--- src/rtl/regfile_write_buffer.sv ---
// Posted-write queue for the register-file write port: in-order drain when writeback
// leaves the port idle, plus a youngest-match snoop of pending writes.
module regfile_write_buffer #(
  parameter int DEPTH  = 4,
  parameter int ADDR_W = 5,
  parameter int DATA_W = 32,
  localparam int PW    = $clog2(DEPTH),
  localparam int CW    = PW + 1
) (
  input  logic              clock,
  input  logic              ctrl_reset,
  input  logic              in_valid,
  output logic              in_ready,
  input  logic [ADDR_W-1:0] in_reg,
  input  logic [DATA_W-1:0] in_data,
  input  logic              port_busy,
  output logic              ctrl_writeEnable,
  output logic [ADDR_W-1:0] ctrl_writeReg,
  output logic [DATA_W-1:0] data_writeReg,
  input  logic [ADDR_W-1:0] rd_reg,
  output logic              rd_hit,
  output logic [DATA_W-1:0] rd_data,
  output logic [CW-1:0]     count,
  output logic              full,
  output logic              empty
);

  logic [PW-1:0]     wr_ptr_q, wr_ptr_d, rd_ptr_q, rd_ptr_d;
  logic [CW-1:0]     count_q, count_d;
  logic [DEPTH-1:0]  vld_q, vld_d;
  logic [ADDR_W-1:0] reg_q  [DEPTH];
  logic [DATA_W-1:0] data_q [DEPTH];
  logic [DEPTH-1:0]  hit_vec;
  logic              push, pop, hs;

  assign full             = (count_q == CW'(DEPTH));
  assign empty            = (count_q == '0);
  assign count            = count_q;
  assign in_ready         = !full;
  assign hs               = in_valid && in_ready;
  // Writes to r0 complete the handshake but are dropped.
  assign push             = hs && (in_reg != '0);
  assign ctrl_writeEnable = !empty && !port_busy;
  assign pop              = ctrl_writeEnable;
  assign ctrl_writeReg    = empty ? '0 : reg_q[rd_ptr_q];
  assign data_writeReg    = empty ? '0 : data_q[rd_ptr_q];

  always_comb begin
    wr_ptr_d = wr_ptr_q;
    rd_ptr_d = rd_ptr_q;
    vld_d    = vld_q;
    count_d  = count_q;
    if (pop) begin
      vld_d[rd_ptr_q] = 1'b0;
      rd_ptr_d        = rd_ptr_q + 1'b1;
    end
    if (push) begin
      vld_d[wr_ptr_q] = 1'b1;
      wr_ptr_d        = wr_ptr_q + 1'b1;
    end
    count_d = count_q + CW'(push) - CW'(pop);
  end

  always_ff @(posedge clock or posedge ctrl_reset) begin
    if (ctrl_reset) begin
      wr_ptr_q <= '0;
      rd_ptr_q <= '0;
      count_q  <= '0;
      vld_q    <= '0;
    end else begin
      wr_ptr_q <= wr_ptr_d;
      rd_ptr_q <= rd_ptr_d;
      count_q  <= count_d;
      vld_q    <= vld_d;
    end
  end

  // Payload needs no reset: every read of it is qualified by count/valid bits.
  always_ff @(posedge clock) begin
    if (push) begin
      reg_q[wr_ptr_q]  <= in_reg;
      data_q[wr_ptr_q] <= in_data;
    end
  end

  for (genvar i = 0; i < DEPTH; i++) begin : g_cmp
    assign hit_vec[i] = vld_q[i] && (reg_q[i] == rd_reg) && (rd_reg != '0);
  end

  // Walk from head to tail so the youngest match is the last one to win.
  always_comb begin
    logic [PW-1:0] idx;
    idx     = '0;
    rd_hit  = 1'b0;
    rd_data = '0;
    for (int k = 0; k < DEPTH; k++) begin
      idx = rd_ptr_q + PW'(k);
      if (hit_vec[idx]) begin
        rd_hit  = 1'b1;
        rd_data = data_q[idx];
      end
    end
  end

endmodule

--- config.mk ---
export PLATFORM = sky130hd
export DESIGN_NAME = regfile_write_buffer
export DESIGN_NICKNAME = d
export VERILOG_FILES = /design/src/rtl/regfile_write_buffer.sv
export SDC_FILE = /design/constraint.sdc
export NUM_CORES = 1
export LEC_CHECK = 0
export CAP_MARGIN = 30
export CORE_MARGIN = 4
export CORE_UTILIZATION = 40
export DETAILED_ROUTE_END_ITERATION = 10
export SLEW_MARGIN = 20
export SYNTH_ARGS = -nofsm -noshare
export SYNTH_HDL_FRONTEND = slang
export SYNTH_SLANG_ARGS = --single-unit
--- constraint.sdc ---
create_clock -name clock -period 3.9 [get_ports clock]
set_clock_uncertainty 0.1 [all_clocks]
set_input_delay 0.585 -clock clock [delete_from_list [all_inputs] [get_ports clock]]
set_output_delay 0.585 -clock clock [all_outputs]
set_load 0.02 [all_outputs]
==> Flow_metrics.wiki, run 1 <==
{| class="wikitable"
! Metric !! Value
|-
| Run status || completed
|-
| Flip-flop and latch count after synthesis || 159
|-
| Buffer and inverter count on the worst path || 4
|-
| Average detailed-routed wire length per instance || 22.8 um
|-
| Unrepaired setup endpoints after global routing || true
|-
| Clk slew on worst S/H paths || 0.06 ns
|-
| Post-Synthesis Cell Area || 9880 um^2
|-
| Maxcap violations || 0
|-
| H-tree level count || 4
|-
| Total routed wirelength || 24.0 mm
|-
| Area of the core region || 24300 um^2
|-
| Crit path time final || 3.79 ns
|-
| Post-route DRC || 0
|-
| Leakage Power || 4.03 nW
|-
| Startpoint-to-endpoint class of the critical path || in2out
|-
| Number of cells after detailed placement || 1011
|-
| Filler cell count || 2026
|-
| Number of nets in the layout || 769
|-
| GR Overflow Total || 0
|-
| Worst hold path type || in2async
|-
| Average cell area after synthesis || 17.0 um^2
|-
| Endpoint of the worst-slack reg-to-reg timing path || data_q[1][28]$_DFFE_PP_
|-
| Initial antenna violation count || 1
|-
| Register area share after synthesis || 47.8%
|-
| Vias in the first global route || 6622
|-
| Starting DRT DRC Count || 374
|-
| Measured slew at the worst slew-check pin || 0.983 ns
|-
| Max Clk Rate || 264 MHz
|-
| CTS Sinks || 159
|-
| Maximum vdd ir drop || 550 uV
|-
| Max-slew violation count || 0
|-
| Number of cell rows || 57
|-
| Worst-path cell chain || dlygate4sd2_1 > xor2_1 > nor4_2 > nand4_1 > mux4_2 > buf_4 > buf_4 > o22ai_1 > a21oi_2 > clkdlybuf4s15_1
|-
| Hold slack || 0.381 ns
|-
| # IOs || 123
|-
| Maximum root-to-sink buffer count || 2
|-
| Number of clock buffers inserted by TritonCTS || 17
|-
| Fraction of final layout cells with drive strength greater than 1 || 44.4%
|-
| GRT Total Usage || 18.3%
|-
| Remaining number of nets flagged by the antenna check after routing || 0
|-
| Die W || 165 um
|-
| Cell count after synthesis || 581
|-
| Part of the cycle the worst path needs || 97.2%
|-
| Required arrival time at the worst endpoint || 3.21 ns
|-
| Stage delay of the slowest cell on the critical path || 0.54 ns
|-
| Chip height || 165 um
|-
| Worst setup startpoint || rd_reg[4]
|-
| Die ar. || 27300 um^2
|-
| Critical path's top delay family || buffers and inverters
|-
| Clock tree from TritonCTS || yes
|-
| Ranking of synthesized cells by instance count || edfxtp_1 (148), mux4_2 (136), nor2b_1 (37)
|-
| Fraction of registers with async set or reset after synthesis || 6.92%
|-
| Type of element launching the critical path || input pin
|-
| Number of buffers added to fix hold violations after cts || 0
|-
| Clock latency on the worst-skew pair || 0.41 ns
|-
| Pre-Repair DR Iteration Count || 7
|-
| Crit. End Element || output port
|-
| Worst setup path endpoint || rd_data[31]
|-
| Global-route wire length before repair || 37.7 mm
|-
| Root buffer selected by CTS || clkbuf_16
|-
| Internal reg-to-reg setup slack || 1.38 ns
|-
| GP Congestion || 0.813
|-
| Overall via count from detail_route || 6230
|-
| Initial core utilization || 40.6%
|-
| Depth of the most critical reg-to-reg path || 5
|-
| Number of library cell types mapped by synthesis || 38
|-
| Most area-consuming cells after synthesis || edfxtp_1 (45%), mux4_2 (31%), a22oi_2 (3.3%)
|-
| Non-filler cells in the finished layout || 1049
|-
| Hold Vio Cnt, Final || 0
|-
| Most common cell in the synthesized netlist || edfxtp_1
|-
| Area share of the leading cell type in the synthesized netlist || 45.0%
|-
| CP max-delay cell || mux4_2
|-
| Most used cell along the critical path || buf_4
|-
| Maximum number of pins on one net before global-route repair || 131
|-
| Detail-routed via count per cell || 5.94
|-
| Largest fanout on the critical path || 12
|-
| Worst flop-to-flop path startpoint || count[0]$_DFF_PP0_
|-
| PD cells || 806 nW/um^2
|-
| Dominant synthesized flop cell || edfxtp_1
|-
| Count of endpoints failing setup in the final report || 0
|-
| Number of gates on the worst path with buffers counted || 10
|-
| Synth warn || 0
|-
| Syn_nets || 638
|-
| Normalized max-slew margin || 34.5%
|-
| Number of enable flip-flop cells after synthesis || 148
|-
| Arrival time worst endpoint || 3.10 ns
|-
| Ant. Diodes || 0
|-
| Number of input and output port buffers inserted || 122
|-
| Post-synth top area cell || edfxtp_1
|-
| Signed area change from the synthesized netlist to the final layout || 24.3%
|-
| Detailed placer's ending HPWL || 15.8 mm
|}
-- area by class of cell --
class | count | area (um^2) | area share, %
inverters | 10 | 37.5 | 0.306
repair buffers | 166 | 1580 | 12.8
clock inverters | 14 | 190 | 1.55
clock buffers | 18 | 429 | 3.49
multi-input cells | 358 | 4920 | 40.0
well taps | 324 | 405 | 3.30
flip-flops and latches | 159 | 4730 | 38.5
-- per-stage QoR --
| stage | setup TNS [ns] | setup slack, ns | utilization [%] | cell area, um^2 | total power [W] |
|---|---|---|---|---|---|
| 2_1_floorplan | 0 | 0.581 | - | 9880 | 0.00657 |
| 3_3_place_gp | -16.07 | -0.544 | 48.1 | 11700 | 0.00825 |
| 3_5_place_dp | -18.47 | -0.615 | 48.1 | 11700 | 0.00834 |
| 4_1_cts | 0 | 0.00156 | 50.9 | 12400 | 0.0101 |
| 5_1_grt | -0.0295 | -0.0295 | 50.5 | 12300 | 0.0105 |
| 6_report | 0 | 0.110 | 50.5 | 12300 | 0.00990 |
-- layer usage --
layer  up-vias  GRT usage (%)  wire length [um]
li1       2730              -                 -
met1      3276           23.4              9340
met2       201           32.4             13100
met3        21           3.60              1270
met4         2           4.16               225
met5         -              0                13
-- worst min-delay path by stage --
stage	from	endpoint	cells after the start	slack (ns)
floorplan	ctrl_reset	count[0]$_DFF_PP0_	1	0.34
global placement	vld_q[3]$_DFF_PP0_	vld_q[3]$_DFF_PP0_	1	0.39
detailed placement	vld_q[3]$_DFF_PP0_	vld_q[3]$_DFF_PP0_	1	0.40
CTS	ctrl_reset	count[2]$_DFF_PP0_	2	0.38
global route	ctrl_reset	count[0]$_DFF_PP0_	2	0.42
finish	ctrl_reset	count[0]$_DFF_PP0_	2	0.38
-- report_power, final --
| group | switching (W) | internal (W) | leakage, nW | total [W] |
|---|---|---|---|---|
| clock | 0.000649 | 0.00107 | 0.292 | 0.00172 |
| sequential | 0.000255 | 0.00228 | 1.48 | 0.00254 |
| combinational | 0.00274 | 0.00291 | 2.26 | 0.00564 |
| total | 0.00364 | 0.00626 | 4.03 | 0.00990 |
-- kinds of logic (layout without fill, tap and decap cells) --
logic type / Yosys count / after routing / share of synthesized area [%]
flops: 159 / 159 / 47.8
mux: 136 / 136 / 31.0
compound gates: 102 / 103 / 8.95
simple gates: 83 / 84 / 5.05
buf+inv: 66 / 208 / 3.62
xor+xnor: 24 / 24 / 2.13
fa+ha+maj: 11 / 11 / 1.47
-- placed cells by master (no fill, tap or decap), types with 10 or more instances in the layout --
master and count:
clkbuf_16 17, nor2b_1 37, a22oi_2 26, clkdlybuf4s50_1 84, clkbuf_2 20, edfxtp_1 148, buf_2 10, nand2_1 18
mux4_2 136, xor2_1 16, buf_12 14, buf_4 32, a21oi_2 28, inv_1 10, o22ai_1 30
-- timing repair --
action	in CTS	in global routing
buffers inserted	3	1
pin swaps	4	2
gates cloned	2	0
endpoints found under the hold margin	0	0
gates resized for setup	86	52
endpoints found under the setup margin	33	33
-- registers in the layout, summed over array words and instances, names as in the netlist --
signal,flops
reg_q,20
vld_q,4
wr_ptr_q,2
count,3
data_q,128
rd_ptr_q,2
Power figures use the tool's default switching activity.
==> inputs of run 2 (changes only) <==
CORE_UTILIZATION = 55   (was 40)
PLACE_DENSITY = 0.79   (was default)
REMOVE_ABC_BUFFERS = 1   (was default)
==> Flow_metrics.wiki, run 2 (synthesis gave the netlist of run 1 again) <==
{| class="wikitable"
! Metric !! Value
|-
| Run status || completed
|-
| Leakage Power || 3.97 nW (-1.5%)
|-
| Commonest non-fill, non-tap cells in the layout || edfxtp_1 (148), mux4_2 (136), clkdlybuf4s50_1 (84), nor2b_1 (37), o22ai_1 (33)
|-
| Global-route wire length before repair || 37.4 mm (-0.90%)
|-
| Detailed placer's ending HPWL || 15.1 mm (-4.3%)
|-
| Post-route setup TNS || 0 ns (unchanged)
|-
| Initial core utilization || 56.5% (+16 points)
|-
| Average detailed-routed wire length per instance || 25.2 um (+10%)
|-
| Starting DRT DRC Count || 653 (+75%)
|-
| Maxcap violations || 0 (unchanged)
|-
| Detail-routed via count per cell || 6.79 (+14%)
|-
| # IOs || 123 (unchanged)
|-
| Clock latency on the worst-skew pair || 0.42 ns (about the same)
|-
| Worst hold path type || in2async
|-
| Part of the cycle the worst path needs || 98.0% (+0.82 points)
|-
| Overall via count from detail_route || 6372 (+2.3%)
|-
| PD cells || 818 nW/um^2 (+1.4%)
|-
| Crit. End Element || output port
|-
| Die W || 142 um (-14%)
|-
| Number of buffers added to fix hold violations after cts || 0 (unchanged)
|-
| Fraction of final layout cells with drive strength greater than 1 || 39.2% (-5.2 points)
|-
| Ant. Diodes || 0 (unchanged)
|-
| GP Congestion || 0.855 (+5.1%)
|-
| Number of clock buffers inserted by TritonCTS || 17 (unchanged)
|-
| Clock tree from TritonCTS || yes
|-
| Max Clk Rate || 262 MHz (-0.84%)
|-
| Type of element launching the critical path || input pin
|-
| Pre-Repair DR Iteration Count || 4 (-3)
|-
| Placed cell areas || 11400 um^2 (-2.2%)
|-
| GR Overflow Total || 0 (unchanged)
|-
| Total routed wirelength || 23.6 mm (-1.4%)
|-
| GRT Total Usage || 24.3% (+6.0 points)
|-
| CTS Sinks || 159 (unchanged)
|-
| Setup Buffers After CTS || 0 (-3)
|-
| Die ar. || 20200 um^2 (-26%)
|-
| Maximum root-to-sink buffer count || 2 (unchanged)
|-
| Design area || 12100 um^2 (-1.4%)
|-
| Post-route DRC || 0 (unchanged)
|-
| Root buffer selected by CTS || clkbuf_16
|-
| CP max-delay cell || mux4_2
|-
| Number of cell rows || 48 (-16%)
|-
| Depth of the most critical reg-to-reg path || 9 (+4)
|-
| Count of endpoints failing setup in the final report || 0 (unchanged)
|-
| Hold slack || 0.367 ns (-0.0138 ns)
|-
| Largest fanout on the critical path || 10 (-2)
|-
| Crit path time final || 3.82 ns (+0.0321 ns)
|-
| Maximum number of pins on one net before global-route repair || 57 (-56%)
|-
| Most common cell after layout, fill and taps aside || edfxtp_1
|-
| Buffer and inverter count on the worst path || 3 (-1)
|-
| H-tree level count || 4 (unchanged)
|-
| Number of gates on the worst path with buffers counted || 10 (unchanged)
|-
| Critical path's top delay family || buffers and inverters
|-
| Number of input and output port buffers inserted || 122 (unchanged)
|-
| Required arrival time at the worst endpoint || 3.21 ns (about the same)
|-
| Remaining number of nets flagged by the antenna check after routing || 0 (unchanged)
|-
| Maximum vdd ir drop || 487 uV (-11%)
|-
| Initial antenna violation count || 1 (unchanged)
|-
| Normalized max-slew margin || 45.0% (+10 points)
|-
| Measured slew at the worst slew-check pin || 0.825 ns (-0.157 ns)
|-
| Clk slew on worst S/H paths || 0.06 ns (about the same)
|-
| Chip height || 142 um (-14%)
|-
| Unrepaired setup endpoints after global routing || false
|-
| Register containing the most flip-flops in the final layout || data_q
|-
| Number of nets in the layout || 758 (-1.4%)
|-
| Worst-path cell chain || dlygate4sd2_1 > xor2_1 > nor4_2 > nand4_1 > mux4_2 > o21ai_4 > buf_12 > o22ai_1 > a31oi_1 > clkdlybuf4s15_2
|-
| Area of the core region || 17500 um^2 (-28%)
|-
| Regs by FF count || data_q x128, reg_q x20, vld_q x4
|-
| Startpoint-to-endpoint class of the critical path || in2out
|-
| Number of flip-flops under the largest register name || 128 (unchanged)
|-
| Arrival time worst endpoint || 3.14 ns (+0.04 ns)
|-
| Max-slew violation count || 0 (unchanged)
|-
| Vias in the first global route || 6846 (+3.4%)
|-
| Hold Vio Cnt, Final || 0 (unchanged)
|-
| Signed area change from the synthesized netlist to the final layout || 22.6%
|-
| Stage delay of the slowest cell on the critical path || 0.58 ns (+0.04 ns)
|}
[run 2: worst paths after layout]
| check | startpoint | to | slack (ns) |
|---|---|---|---|
| setup / recovery | rd_reg[0] | rd_data[24] | 0.08 |
| hold / removal | ctrl_reset | count[0]$_DFF_PP0_ | 0.37 |
| max in group asynchronous | ctrl_reset | rd_ptr_q[1]$_DFFE_PP0N_ | 2.97 |
| min in group clock | vld_q[3]$_DFF_PP0_ | vld_q[3]$_DFF_PP0_ | 0.41 |
| hold reg to reg | vld_q[3]$_DFF_PP0_ | vld_q[3]$_DFF_PP0_ | 0.41 |
| setup reg to reg | count[0]$_DFF_PP0_ | count[2]$_DFF_PP0_ | 1.21 |
[run 2: timing repair]
action,in CTS,in global routing
endpoints found under the setup margin,37,2
resized for setup,84,1
cloned,1,0
endpoints found under the hold margin,0,0
[run 2: routing by layer]
layer	track usage, %	vias up	wire (um)
met5	0	-	13
met4	7.63	2	524
met3	6.12	41	1900
met2	42.4	331	12600
met1	30.0	3297	8540
li1	-	2701	-
[run 2: where the power goes]
part	internal, W	switching, W
logic	0.00295	0.00274
clock network	0.00104	0.000623
registers	0.00228	0.000274
total	0.00627	0.00363
[run 2: cell type report]
type,instances,area [um^2]
Tap cell,225,282
Clock buffer,25,475
Inverter,10,37.5
Multi-Input combinational cell,356,4860
Timing Repair Buffer,157,1620
Sequential cell,159,4730
Fill cell,1140,5370
Clock inverter,7,110
[run 2: metrics by stage]
step	instances	worst slack, ns	utilization (%)	power, W
4_1_cts	938	0.121	69.2	0.00996
3_5_place_dp	905	-0.437	65.5	0.00826
3_3_place_gp	905	-0.392	65.5	0.00808
5_1_grt	939	0.00167	69.3	0.0104
6_report	939	0.0784	69.3	0.00990
2_1_floorplan	525	-7.63	-	0.00659
